$ cat config.mk
export PLATFORM = sky130hd
export DESIGN_NAME = mips_alu_ctrl_mem
export DESIGN_NICKNAME = d
export VERILOG_FILES = /design/src/rtl/mips_alu_ctrl_mem.sv
export SDC_FILE = /design/constraint.sdc
export NUM_CORES = 2
export LEC_CHECK = 0
export ABC_CLOCK_PERIOD_IN_PS = 11800
export CAP_MARGIN = 40
export CORE_MARGIN = 2
export CORE_UTILIZATION = 40
export CTS_CLUSTER_SIZE = 30
export DETAILED_ROUTE_END_ITERATION = 8
export SLEW_MARGIN = 20
export SYNTH_ARGS = -nofsm -noshare
export SYNTH_HDL_FRONTEND = slang
export SYNTH_SLANG_ARGS = --single-unit
export TNS_END_PERCENT = 20
$ cat constraint.sdc
create_clock -name CLK -period 11.8 [get_ports CLK]
set_clock_uncertainty 0.2 [all_clocks]
set_input_delay 1.18 -clock CLK [delete_from_list [all_inputs] [get_ports CLK]]
set_output_delay 1.18 -clock CLK [all_outputs]
set_load 0.01 [all_outputs]
$ cat src/rtl/mips_alu_ctrl_mem.sv
// Execute/memory support block for the 5-stage MIPS core: main decoder, 32-bit ALU, word data memory.
// Optional macro ALU_SLT_EN enables the signed set-less-than ALU op and its R-type decode.
module mips_alu_ctrl_mem #(
  parameter int unsigned DMEM_WORDS = 32
) (
  input  logic        CLK,
  input  logic        RSTn,
  // decoder
  input  logic [5:0]  Op,
  input  logic [5:0]  Funct,
  output logic        JtoPC,
  output logic        Branch,
  output logic        RegWrite,
  output logic        RegDst,
  output logic        ALUSrc,
  output logic        MemWrite,
  output logic        MemRead,
  output logic        MemtoReg,
  output logic [3:0]  ALUOp,
  // ALU
  input  logic [3:0]  ALUCtl,
  input  logic [31:0] A,
  input  logic [31:0] B,
  output logic [31:0] Result,
  output logic        Zero,
  // data memory
  input  logic        DmWrite,
  input  logic        DmRead,
  input  logic [6:0]  Addr,
  input  logic [31:0] WData,
  output logic [31:0] RData
);

  localparam logic [5:0] OP_RTYPE = 6'b000000;
  localparam logic [5:0] OP_LW    = 6'b100011;
  localparam logic [5:0] OP_SW    = 6'b101011;
  localparam logic [5:0] OP_ADDI  = 6'b001000;
  localparam logic [5:0] OP_BEQ   = 6'b000100;
  localparam logic [5:0] OP_J     = 6'b000010;

  localparam logic [5:0] FN_ADD   = 6'b100000;
  localparam logic [5:0] FN_SUB   = 6'b100010;
  localparam logic [5:0] FN_AND   = 6'b100100;
  localparam logic [5:0] FN_OR    = 6'b100101;
  localparam logic [5:0] FN_NOR   = 6'b100111;
`ifdef ALU_SLT_EN
  localparam logic [5:0] FN_SLT   = 6'b101010;
`endif

  localparam logic [3:0] ALU_AND  = 4'b0000;
  localparam logic [3:0] ALU_OR   = 4'b0001;
  localparam logic [3:0] ALU_ADD  = 4'b0010;
  localparam logic [3:0] ALU_SUB  = 4'b0110;
  localparam logic [3:0] ALU_NOR  = 4'b1100;
`ifdef ALU_SLT_EN
  localparam logic [3:0] ALU_SLT  = 4'b0111;
`endif

  // ---------------------------------------------------------------- decode
  logic       w_rtype_ok;
  logic [3:0] w_rtype_op;

  always_comb begin
    w_rtype_ok = 1'b1;
    w_rtype_op = ALU_AND;
    case (Funct)
      FN_ADD:  w_rtype_op = ALU_ADD;
      FN_SUB:  w_rtype_op = ALU_SUB;
      FN_AND:  w_rtype_op = ALU_AND;
      FN_OR:   w_rtype_op = ALU_OR;
      FN_NOR:  w_rtype_op = ALU_NOR;
`ifdef ALU_SLT_EN
      FN_SLT:  w_rtype_op = ALU_SLT;
`endif
      default: w_rtype_ok = 1'b0;
    endcase
  end

  // Unsupported opcodes and unsupported R-type functs both decode to a bubble.
  always_comb begin
    JtoPC    = 1'b0;
    Branch   = 1'b0;
    RegWrite = 1'b0;
    RegDst   = 1'b0;
    ALUSrc   = 1'b0;
    MemWrite = 1'b0;
    MemRead  = 1'b0;
    MemtoReg = 1'b0;
    ALUOp    = ALU_AND;
    case (Op)
      OP_RTYPE: begin
        if (w_rtype_ok) begin
          RegWrite = 1'b1;
          RegDst   = 1'b1;
          ALUOp    = w_rtype_op;
        end
      end
      OP_LW: begin
        RegWrite = 1'b1;
        ALUSrc   = 1'b1;
        MemRead  = 1'b1;
        MemtoReg = 1'b1;
        ALUOp    = ALU_ADD;
      end
      OP_SW: begin
        ALUSrc   = 1'b1;
        MemWrite = 1'b1;
        ALUOp    = ALU_ADD;
      end
      OP_ADDI: begin
        RegWrite = 1'b1;
        ALUSrc   = 1'b1;
        ALUOp    = ALU_ADD;
      end
      OP_BEQ: begin
        Branch   = 1'b1;
        ALUOp    = ALU_SUB;
      end
      OP_J: begin
        JtoPC    = 1'b1;
        ALUOp    = ALU_AND;
      end
      default: ;
    endcase
  end

  // ------------------------------------------------------------------- ALU
  always_comb begin
    Result = '0;
    case (ALUCtl)
      ALU_AND: Result = A & B;
      ALU_OR:  Result = A | B;
      ALU_ADD: Result = A + B;
      ALU_SUB: Result = A - B;
      ALU_NOR: Result = ~(A | B);
`ifdef ALU_SLT_EN
      ALU_SLT: Result = {31'b0, $signed(A) < $signed(B)};
`endif
      default: Result = '0;
    endcase
  end

  assign Zero = (Result == '0);

  // ---------------------------------------------------------- data memory
  logic [31:0] r_mem [DMEM_WORDS];
  logic [4:0]  w_idx;
  logic        w_idx_ok;
  logic        w_unused_byte_addr;

  assign w_idx              = Addr[6:2];
  assign w_idx_ok           = (32'(w_idx) < DMEM_WORDS);
  assign w_unused_byte_addr = ^Addr[1:0];

  always_ff @(posedge CLK or negedge RSTn) begin
    if (!RSTn) begin
      for (int unsigned i = 0; i < DMEM_WORDS; i++) begin
        r_mem[i] <= '0;
      end
    end else if (DmWrite && w_idx_ok) begin
      r_mem[w_idx] <= WData;
    end
  end

  // Read is combinational: a same-word write shows up only after the edge.
  assign RData = (DmRead && w_idx_ok) ? r_mem[w_idx] : '0;

endmodule

* After elaboration in Yosys (flattened, before gate mapping)
Index checks and enable logic that the tools add are counted.
** Storage, ports and cells
- Register bits :: 1024
- Bits of input ports :: 123
- Output and inout bits :: 77
- Word-level logic and storage cells :: 81
** Operators by class
- $add $sub $neg :: 2
- Order comparisons :: 2
- Eq/ne operators :: 14
- Multiplexer cells :: 20
- Bitwise gates (word level) :: 4
- Reduce and logical (&&, ||, !) cells :: 7
** Operators with widths (count)
- $bwmux 1024 :: 1
- $bmux 32 s5 :: 1
- $demux 32 s5 :: 1
- $pmux 32 s5 :: 1
- $mux 32 :: 4
- $eq 6x6->1 const B :: 7
- $add 32x32->32 :: 1
- $and 32x32->32 :: 1
- $logic_not 32->1 :: 1
- $not 32->32 :: 1
- $or 32x32->32 :: 1
- $sub 32x32->32 :: 1
- $pmux 4 s4 :: 1
- $pmux 4 s3 :: 1
- $mux 1 :: 8
- $eq 6x2->1 const B :: 1
- $eq 6x3->1 const B :: 1
- $eq 6x4->1 const B :: 1
- $ge 6x6->1 const B :: 1
- $logic_not 6->1 :: 1
- $lt 6x1->1 const B :: 1
- $not 5->6 :: 1
- $reduce_or 5->1 :: 1
- $eq 4x1->1 const B :: 1
- other kinds (9) :: 9

* Depth between registers and ports, before layout
- Depth after elaboration :: 6
- Mapped depth :: 22
- Gate-level depth less buffers :: 21

* Worst setup path before layout
OpenSTA, ideal clock, no wires.
- Path kind :: input -> output
- From :: input B[6]
- To :: output Zero
- Arrival :: 6087 ps
- Required time :: 10420 ps
- Path slack :: 4333 ps
- Stages on the path :: 20
- Buffers on the path :: 1
- Path through :: or4_1 nor2_1 nand2_1 or4b_2 nor3_1 nand2_1 o21ai_0 xor2_1 ha_1 clkbuf_1 a41o_1 a21oi_1 o21ai_0 a221o_1 a21oi_1 mux2_2 o211ai_1 or4b_1 or4_1 nor3b_2
** Between the ends
- Elaborated cells between the ends (all ways) :: 7
- Classes of those cells :: add/sub (2); mux (1); bitwise (3); reduce/logical (1)
** RTL lines
- from (decl) :: line 23 : input logic [31:0] B,
- $sub 32x32->32 / $add 32x32->32 (equally long branches) :: line 134, 133
- $pmux 32 s5 (*) :: line 130 : case (ALUCtl)
- via Result[30] :: line 24 : output logic [31:0] Result,
- $logic_not 32->1 (*) :: line 143 : assign Zero = (Result == '0);
- to (decl) :: line 25 : output logic Zero,
The timed path passes the listed nets; every way through them passes the cells marked *.

* Worst setup path after layout
- From :: input B[6]
- To :: output Zero
** Between the ends
- Longest elaborated chain between the ends :: 4
- Elaborated cells between the ends (all ways) :: 7
- Classes of those cells :: add/sub (2); mux (1); bitwise (3); reduce/logical (1)
** RTL lines (line)
- parallel branches: the longest is 2 deep, another holds $sub 32x32->32
- $pmux 32 s5 (*) :: 130
- $logic_not 32->1 (*) :: 143
Mark *: on every way between the ends.

==> reports/summary.txt <==
Post-Synthesis Cells - 3377
count leader, synth - mux2_2
syn nets - 3535
status - finished, final reports clean
clk buf depth - 3
final setup fails - 0
final hold vios - 0
global-route wire length before repair - 206.1 mm
max FFs per register - 1024
largest reg by FF count - r_mem
share of cells above drive strength 1 - 45.70%
gp weighted congestion - 0.8218
CP endpoint kind - primary output
Peak Freq - 110.5 MHz
startpoint types - input port
Die ar. - 125900 um^2
number of global-route vias before repair - 31682
grt total ovfl - 0
Final Routed Wirelength - 135.4 mm
setup ws final - 2.748 ns
Avg WL per Cell - 26.06 um
# fillers - 10688
Core ar. - 122000 um^2
share of synthesized registers carrying an async set or reset - 100.0%
Final nets - 3638
hold buffer count at CTS - 0
Yosys reg bits - 1024
Worst-path clk slew - 0.06 ns
worst hold margin - 0.2987 ns
total CTS buffers - 108
register area share after synthesis - 52.04%
worst r2r path cells - 1
initial antenna violation count - 5
CP Class - in -> out
GRT Util Overall - 21.42%
largest registers - r_mem (1024)
Vias/cell - 5.802
Yosys top cell area share - 52.04%
worst path required time - 10.42 ns
Post-CTS Setup Repair Bufs - 0
Worst-Skew Late Latency - 0.67 ns
Initial Utilization - 40.35%
num rows - 128
unrepaired setup endpoints after global routing - false
post-cts resize count - 0
final worst path period need - 9.052 ns
Mapped Avg Cell Area - 14.58 um^2
router iterations before antenna repair - 7
Max FO, Critical Path - 7
Synth warnings - 0
Post-synth top flop - dfrtp_1
Initial DRC Count - 2030
Ports - 200
PD cells - 168.6 nW/um^2
root buf cell - clkbuf_16
synthesized area - 49240 um^2
chip height - 354.9 um
worst min path class - reg -> reg
Max-slew headroom - 12.35%
end of the critical path - Zero
post-route ant nets - 0
Leak - 24.60 nW
EDFF count, synth - 0
TritonCTS sink count - 1024
flop2flop setup slack - 10.82 ns
routed via count - 30143
max-slew violations - 0
Die X-Extent - 354.9 um
CTS tree - done
r2r startpoint - r_mem[580]
sequential cell area - 25620 um^2
synth top area cells - dfrtp_1 52%, mux2_2 23%, mux4_2 12%, clkbuf_1 1.9%, a22oi_1 1.1%
largest net degree at the start of global routing - 159
Setup TNS - 0 ns
H-tree Lvls - 3
multi-input gate area in the final layout - 22600 um^2
DP Worst Slack - 2.791 ns
hpwl dp - 80.18 mm
cell taking the most area after synthesis - dfrtp_1
Peak VDD IR - 116.8 uV
crit path DAT - 7.67 ns
# DRC - 0
Syn-to-layout area delta - 16.60%
post-synth cell types - 71
most instantiated cells after synthesis - 1025 x mux2_2, 1024 x dfrtp_1, 256 x mux4_2, 248 x clkbuf_1
Max Cap Viol - 0
CP startpoint - B[6]
worst reg2reg endpoint - r_mem[580]
Slew @ Worst Pin - 1.315 ns
final worst path period share - 76.71%
PortBufs - 197
worst min path at each step:
stage	from	end	cells after the start
3_3_place_gp	r_mem[438]	r_mem[438]	1
3_5_place_dp	r_mem[482]	r_mem[482]	1
6_report	r_mem[661]	r_mem[661]	1
5_1_grt	r_mem[830]	r_mem[830]	1
4_1_cts	r_mem[575]	r_mem[575]	1
2_1_floorplan	r_mem[224]	r_mem[224]	1
power by group:
| group | internal, mW | switching [mW] |
|---|---|---|
| logic | 1.02 | 0.664 |
| registers | 4.20 | 0.323 |
| clock network | 2.04 | 1.45 |
placed cells by master, fill, tap and decap left out, drive strengths merged, types with 48 or more instances in the layout:
master            n
a22oi            74
dfrtp          1024
o21ai            48
nand2            74
mux4            256
mux2           1025
a21oi            48
nor2             69
buf             118
clkdlybuf4s50   193
clkbuf          161
metal layers:
layer	wire length [um]	GRT usage, %
met1	60890	29.75
met2	65440	35.57
met3	5624	2.764
met4	3372	5.712
met5	46	0
area by class of cell:
class	count	share of cell area, %
Sequential cell	1024	44.63
Multi-Input combinational cell	2022	39.35
Timing Repair Buffer	311	6.001
Clock buffer	161	5.596
Tap cell	1625	3.541
Clock inverter	38	0.7932
Inverter	13	0.08498
Antenna cell	1	0.004358
per-stage QoR:
stage                     power (mW)  util [%]  cell area, um^2  cells
after global placement         6.178     43.29            52830   4943
after detailed placement       6.262     43.97            53660   4991
after global routing           10.13     47.05            57420   5195
after CTS                      9.766     46.98            57330   5190
after floorplan                5.699         -            49240   3377
final                          9.684     47.05            57420   5195
cells by family after synthesis:
kind of cell             share of synthesized area, %
adder cells (fa/ha/maj)                         1.128
multiplexers                                    35.23
flip-flops                                      52.04
AO/OA/AOI/OAI                                   5.371
buffers and inverters                           2.584
XOR/XNOR                                       0.9782
AND/OR/NAND/NOR                                 2.675
worst max-delay path: stages:
cell and delay (ns):
clkdlybuf4s50_1 0.53, or4_1 0.62, nor2_1 0.15, nand2_1 0.11, or4b_2 0.69, nor3_1 0.33, nand2_1 0.20, o21ai_0 0.24
xor2_1 0.17, ha_1 0.32, a41o_1 0.26, a21oi_1 0.19, o21ai_0 0.12, a221o_1 0.35, a21oi_1 0.17, mux2_2 0.19
o211ai_1 0.10, or4b_1 0.56, or4_1 0.43, nor3b_2 0.18, clkdlybuf4s50_1 0.55
Note: power is estimated with default switching activity, not from simulation.
